==> src/rtl/accum_sram_arbiter.sv <==
// Two-requester 1R1W SRAM arbiter: independent round-robin read/write ports with a tagged read-return pipeline.
// Optional requester lock (hold both ports for one requester) is built when SRAM_ARB_LOCK_EN is defined.
module accum_sram_arbiter #(
    parameter int ADDR_W = 16,
    parameter int DATA_W = 32
) (
    input  logic              clk,
    input  logic              reset,
    input  logic              rd_req0,
    input  logic              rd_req1,
    input  logic [ADDR_W-1:0] rd_addr0,
    input  logic [ADDR_W-1:0] rd_addr1,
    output logic              rd_gnt0,
    output logic              rd_gnt1,
    output logic              rd_valid0,
    output logic              rd_valid1,
    output logic [DATA_W-1:0] rd_data0,
    output logic [DATA_W-1:0] rd_data1,
    input  logic              wr_req0,
    input  logic              wr_req1,
    input  logic [ADDR_W-1:0] wr_addr0,
    input  logic [ADDR_W-1:0] wr_addr1,
    input  logic [DATA_W-1:0] wr_data0,
    input  logic [DATA_W-1:0] wr_data1,
    output logic              wr_gnt0,
    output logic              wr_gnt1,
    input  logic              lock0,
    input  logic              lock1,
    output logic [ADDR_W-1:0] sram_read_address,
    input  logic [DATA_W-1:0] sram_read_data,
    output logic              sram_write_enable,
    output logic [ADDR_W-1:0] sram_write_address,
    output logic [DATA_W-1:0] sram_write_data
);

    logic rd_ptr, wr_ptr;
    logic mask0, mask1;
    logic rd_r0, rd_r1, wr_r0, wr_r1;
    logic rd_acc, wr_acc;
    logic vld_p0, vld_p1;
    logic id_p0, id_p1;

`ifdef SRAM_ARB_LOCK_EN
    logic own_vld, own_id, own_lock, own_act;

    // Ownership lapses combinationally in the cycle the owner's lock drops.
    assign own_lock = own_id ? lock1 : lock0;
    assign own_act  = own_vld && own_lock;
    assign mask0    = own_act && own_id;
    assign mask1    = own_act && !own_id;

    always_ff @(posedge clk or posedge reset) begin
        if (reset) begin
            own_vld <= 1'b0;
            own_id  <= 1'b0;
        end else if (own_vld) begin
            if (!own_lock)
                own_vld <= 1'b0;
        end else if ((rd_gnt0 || wr_gnt0) && lock0) begin
            own_vld <= 1'b1;
            own_id  <= 1'b0;
        end else if ((rd_gnt1 || wr_gnt1) && lock1) begin
            own_vld <= 1'b1;
            own_id  <= 1'b1;
        end
    end
`else
    logic unused_lock;
    assign unused_lock = lock0 ^ lock1;
    assign mask0       = 1'b0;
    assign mask1       = 1'b0;
`endif

    assign rd_r0 = rd_req0 && !mask0;
    assign rd_r1 = rd_req1 && !mask1;
    assign wr_r0 = wr_req0 && !mask0;
    assign wr_r1 = wr_req1 && !mask1;

    assign rd_gnt0 = rd_r0 && (!rd_r1 || !rd_ptr);
    assign rd_gnt1 = rd_r1 && (!rd_r0 || rd_ptr);
    assign wr_gnt0 = wr_r0 && (!wr_r1 || !wr_ptr);
    assign wr_gnt1 = wr_r1 && (!wr_r0 || wr_ptr);

    assign rd_acc = rd_gnt0 || rd_gnt1;
    assign wr_acc = wr_gnt0 || wr_gnt1;

    // Stage p0: accepted request registered onto SRAM ports, tag enters pipe.
    // Stage p1: tag aligned with sram_read_data returned by the SRAM.
    always_ff @(posedge clk or posedge reset) begin
        if (reset) begin
            rd_ptr             <= 1'b0;
            wr_ptr             <= 1'b0;
            vld_p0             <= 1'b0;
            vld_p1             <= 1'b0;
            id_p0              <= 1'b0;
            id_p1              <= 1'b0;
            sram_read_address  <= '0;
            sram_write_enable  <= 1'b0;
            sram_write_address <= '0;
            sram_write_data    <= '0;
        end else begin
            if (rd_gnt0)
                rd_ptr <= 1'b1;
            else if (rd_gnt1)
                rd_ptr <= 1'b0;
            if (wr_gnt0)
                wr_ptr <= 1'b1;
            else if (wr_gnt1)
                wr_ptr <= 1'b0;

            if (rd_acc)
                sram_read_address <= rd_gnt1 ? rd_addr1 : rd_addr0;
            vld_p0 <= rd_acc;
            id_p0  <= rd_gnt1;
            vld_p1 <= vld_p0;
            id_p1  <= id_p0;

            sram_write_enable <= wr_acc;
            if (wr_acc) begin
                sram_write_address <= wr_gnt1 ? wr_addr1 : wr_addr0;
                sram_write_data    <= wr_gnt1 ? wr_data1 : wr_data0;
            end
        end
    end

    assign rd_valid0 = vld_p1 && !id_p1;
    assign rd_valid1 = vld_p1 && id_p1;
    assign rd_data0  = sram_read_data;
    assign rd_data1  = sram_read_data;

endmodule

==> config.mk <==
export PLATFORM = sky130hd
export DESIGN_NAME = accum_sram_arbiter
export DESIGN_NICKNAME = d
export VERILOG_FILES = /design/src/rtl/accum_sram_arbiter.sv
export SDC_FILE = /design/constraint.sdc
export NUM_CORES = 1
export LEC_CHECK = 0
export BUFFER_PORTS_ARGS = -buffer_cell sky130_fd_sc_hd__buf_2
export CORE_AREA = 3 3 115 117
export DETAILED_ROUTE_END_ITERATION = 6
export DIE_AREA = 0 0 118 120
export MAX_ROUTING_LAYER = met4
export PLACE_DENSITY = 0.76
export SYNTH_ARGS = -nofsm -noshare
export SYNTH_HDL_FRONTEND = slang
export SYNTH_SLANG_ARGS = --single-unit
==> constraint.sdc <==
create_clock -name clk -period 3.9 [get_ports clk]
set_clock_uncertainty 0.15 [all_clocks]
set_input_delay 0.78 -clock clk [delete_from_list [all_inputs] [get_ports clk]]
set_output_delay 0.78 -clock clk [all_outputs]
set_load 0.02 [all_outputs]
# ---- After elaboration in Yosys (flattened, before gate mapping)
# Index checks and enable logic that the tools add are counted.
# W data, S select, Z words.
dict set report totals {
  reg_bits 71
  inputBits 168
  out_inout_bits 135
  elab_cells 38
}
dict set report op_classes {
  mux 7
  reduce_logical 21
}
# cell count
set op_table {}
lappend op_table {{$mux W16} 2}
lappend op_table {{$mux W32} 1}
lappend op_table {{$logic_not A1 Y1} 7}
lappend op_table {{$logic_and A1 B1 Y1} 6}
lappend op_table {{$logic_or A1 B1 Y1} 6}
lappend op_table {{$mux W1} 4}
lappend op_table {{$reduce_bool A2 Y1} 2}

# ---- Longest topological paths before layout
dict set report depth {
  depth_word 5
  mapped_depth 5
  ltp_nobuf 3
}

# ---- Worst setup path before layout
# OpenSTA, ideal clock, no wires.
dict set report synth_timing {
  path_kind {input port to output port}
  start {in rd_req1}
  end {out rd_gnt1}
  t_arrival_ps 1689
  required_time_ps 2970
  setup_slack_ps 1281
  path_stages 3
  path_cell_list {buf_2 > buf_4 > a21boi_0}
}
dict set report synth_via {
  elab_chain_cells 1
}
# element line_no
set synth_lines {}
lappend synth_lines {{start, declared} 10} ;# input logic rd_req1,
lappend synth_lines {{$logic_and A1 B1 Y1} 80} ;# assign rd_gnt1 = rd_r1 && (!rd_r0 || rd_ptr);
lappend synth_lines {{end, declared} 14} ;# output logic rd_gnt1,
# No other way between the ends.

# ---- Final worst setup path
dict set report layout_timing {
  start {reg rd_ptr}
  end {out rd_gnt0}
}
dict set report layout_via {
  elab_chain_cells 3
}
# element line_no
set layout_lines {}
lappend layout_lines {{start, declared} 36} ;# logic rd_ptr, wr_ptr;
lappend layout_lines {{start signal, assigned} 91} ;# rd_ptr <= 1'b0;
lappend layout_lines {{start signal, assigned} 103} ;# rd_ptr <= 1'b1;
lappend layout_lines {{start signal, assigned} 105} ;# rd_ptr <= 1'b0;
lappend layout_lines {{$logic_not A1 Y1} 79} ;# assign rd_gnt0 = rd_r0 && (!rd_r1 || !rd_ptr);
lappend layout_lines {{$logic_or A1 B1 Y1} 79}
lappend layout_lines {{$logic_and A1 B1 Y1} 79}
lappend layout_lines {{end, declared} 13} ;# output logic rd_gnt0,
# No other way between the ends.

==> impl_metrics.tcl <==
set metrics [dict create \
    outcome "finished, final reports clean" \
    timing.critical_path.from_type "register" \
    met2RoutedLength_um 5510 \
    synth_top_cells_by_area "sky130_fd_sc_hd__dfrtp_1, sky130_fd_sc_hd__mux2i_1, sky130_fd_sc_hd__buf_4, sky130_fd_sc_hd__a31oi_1, sky130_fd_sc_hd__and3_1" \
    routed_wire_length_per_instance_um 15.8 \
    net-switching-power_mw 0.738 \
    power_density_mw_per_mm2 465 \
    globalplace.congestion 0.771 \
    regToRegEndpoint "sram_read_address[12]$_DFFE_PP0P_" \
    drv_slew 0 \
    tritoncts_num_sinks 71 \
    holdCritPathClass "register to register" \
    detailedPlacementHpwl_um 8150 \
    synth_largest_area_cell "sky130_fd_sc_hd__dfrtp_1" \
    numPlacedInstances 725 \
    postCtsHoldBufs 0 \
    tmin_final_ns 2.66 \
    yosysSeqAreaShare_pct 40.9 \
    synth_nets 618 \
    wl_um 11700 \
    design_area_mm2 0.00528 \
    ioPinCount 303 \
    power.ir.vdd_worst_v 0.000213 \
    clock_network_latency_to_the_later_pin_of_the_worst_skew_pair_ns 0.33 \
    fill_cells 1257 \
    finalHoldViolations 0 \
    drt_first_iter_violations 254 \
    multiInputGateArea_mm2 0.00184 \
    pin_count_of_the_biggest_net_entering_global_routing 71 \
    critical_path_arrival_ns 1.73 \
    placement.io_buffers 204 \
    design.final.nets 732 \
    dpl_cell_area_mm2 0.00493 \
    die_w_um 118 \
    final_cell_mix "sky130_fd_sc_hd__buf_2, sky130_fd_sc_hd__dfrtp_1, sky130_fd_sc_hd__mux2i_1, sky130_fd_sc_hd__and3_1, sky130_fd_sc_hd__a31oi_1" \
    cell_chain_of_the_critical_path "nand2_2, nand2_1, inv_1, buf_2" \
    drc 0 \
    netlist-cell-type-count 21 \
    critical-path-top-delay-family "flip-flops" \
    grt_remaining_overflow 0 \
    maxSlewHeadroom_pct 37.2 \
    worst-setup-path-type "register to output port" \
    cts.path.max_buffers 2 \
    flow.area_growth_from_synthesis_pct 21.6 \
    fmaxAchievable_ghz 0.376 \
    layout_worst_path_cycle_share_pct 68.3 \
    seqCellArea_mm2 0.00178 \
    comb_power_share_pct 24.1 \
    synth_area_mm2 0.00434 \
    grt_first_pass_wirelength_um 18800 \
    timing.critical_path.required_ns 2.97 \
    yosysWarningCount 0 \
    worst_hold_path.endpoint "vld_p1$_DFF_PP0_" \
    clk_transition_reported_paths_ns 0.06 \
    crit_path_max_fanout 19 \
    worst_hold_startpoint "vld_p0$_DFF_PP0_" \
    grt_pass1_vias 3668 \
    drtPass1Iterations 4 \
    finalSetupViolCount 0 \
    diodes 0 \
    switching_share_pct 30.1 \
    worstMarginPinSlew_ns 0.941 \
    die_height_um 120 \
    sequentialPowerShare_pct 36.7 \
    timing.critical_path.buf_inv 2 \
    critical_path.endpoint_type "output port" \
    rsz0062_at_grt "false" \
    gr-usage-all-layers_pct 16.9 \
    tritoncts "done" \
    met3RoutedLength_um 974 \
    timing.max_cap.violations 0 \
    flip_flop_and_latch_count_after_synthesis 71 \
    power_leakage_nw 2.79 \
    antenna_found_initial 0 \
    power.share.clock_pct 39.2 \
    postSynthCellCount 450 \
    route.antenna.remaining_nets 0 \
    vias_per_cell 5.16 \
    fp-row-count 41 \
    cts_setup_buffers 0 \
    initial_core_util_pct 34.8 \
    cellInternalPower_mw 1.71 \
    layout.cells.most_common "sky130_fd_sc_hd__buf_2" \
    hold_path_depth 0 \
    yosys.area.top_type_share_pct 40.9 \
    r2r_slack_ns 2.20 \
    route.vias.total 3825 \
    worst_path_largest_cell_delay_ns 0.68 \
    synth.avg_cell_area_um2 9.64 \
    launching_element_of_the_worst_setup_path "rd_ptr$_DFFE_PP0P_" \
    tns_ns 0 \
    tritoncts.num_buffers 9 \
    clock-root-buffer "sky130_fd_sc_hd__clkbuf_16" \
    worst_reg2reg_path_depth 3 \
    wl_met1_um 4820 \
    design.core.area_mm2 0.0125 \
    cts.repair.resized 0 \
    finalNonFillerCells 741 \
    die_area_mm2 0.0142 \
    drive_above_1_share_pct 40.4 \
    rr_startpoint "rd_ptr$_DFFE_PP0P_" \
    htree_levels 3 \
    top_layer "met4" \
    worst_path_max_delay_cell "sky130_fd_sc_hd__dfrtp_1" \
]
## worst max-delay path by stage
stage	to	depth (start not counted)	slack, ns
2_1_floorplan	id_p0$_DFF_PP0_	1	1.17
3_3_place_gp	wr_gnt0	3	1.26
3_5_place_dp	wr_gnt0	3	1.26
4_1_cts	wr_gnt0	3	1.25
5_1_grt	wr_gnt1	3	1.11
6_report	rd_gnt0	4	1.24
## per-stage QoR
stage                     hold WS (ns)  power (mW)  setup WS, ns  util [%]
final                            0.198        2.45          1.24      42.3
after global routing             0.213        2.59          1.11      42.3
after CTS                        0.202        2.49          1.25      42.3
after detailed placement         0.189        1.51          1.26      39.5
after global placement           0.185        1.50          1.26      39.5
after floorplan                  0.181        1.37          1.17         -
## Yosys cell counts, drive strengths merged
master  number
a21boi       2
a31oi       64
and2         2
and3        64
buf         88
clkbuf      19
dfrtp       71
inv          4
mux2i       64
nand2        3
nor2b        1
o21a         2
o21ai       64
or2          2
## sequential cells by signal (all words and copies together), names as in the netlist
register / count
vld_p0: 1
sram_read_address: 16
id_p0: 1
vld_p1: 1
wr_ptr: 1
id_p1: 1
sram_write_data: 32
sram_write_enable: 1
rd_ptr: 1
sram_write_address: 16
## kinds of logic (layout without fill, tap and decap cells)
| logic type | after synthesis | count (layout) | share of synthesized area, % |
|---|---|---|---|
| buffers and inverters | 111 | 230 | 16.7 |
| flip-flops | 71 | 71 | 40.9 |
| AND/OR/NAND/NOR | 72 | 72 | 10.3 |
| AO/OA/AOI/OAI | 132 | 132 | 17.3 |
| multiplexers | 64 | 64 | 14.8 |
## routing by layer
| metal | vias to the layer above | GRT usage (%) |
|---|---|---|
| li1 | 1807 | - |
| met1 | 1780 | 20.3 |
| met2 | 193 | 25.5 |
| met3 | 45 | 4.95 |
| met4 | 0 | 9.23 |
| met5 | - | - |
## power by group through the flow
stage / clock network [mW] / logic, mW / registers (mW)
floorplan: 0 / 0.362 / 1.01
global placement: 0 / 0.589 / 0.911
detailed placement: 0 / 0.598 / 0.911
CTS: 0.993 / 0.598 / 0.900
global route: 1.02 / 0.650 / 0.914
finish: 0.961 / 0.591 / 0.900
## area by class of cell
class	count	area share, %
multi-input combinational	268	34.9
sequential	71	33.7
timing repair buffer	210	20.5
clock buffer	11	4.60
tap	172	4.08
clock inverter	5	1.97
inverter	4	0.308
## worst register-to-register path: cells and delay by family, from the launching register on
kind / cells / cell delay [ns]
AO/OA/AOI/OAI: 2 / 0.36
AND/OR/NAND/NOR: 1 / 0.36
flip-flops: 1 / 0.68
No activity file was read; power rests on OpenSTA's default activity.
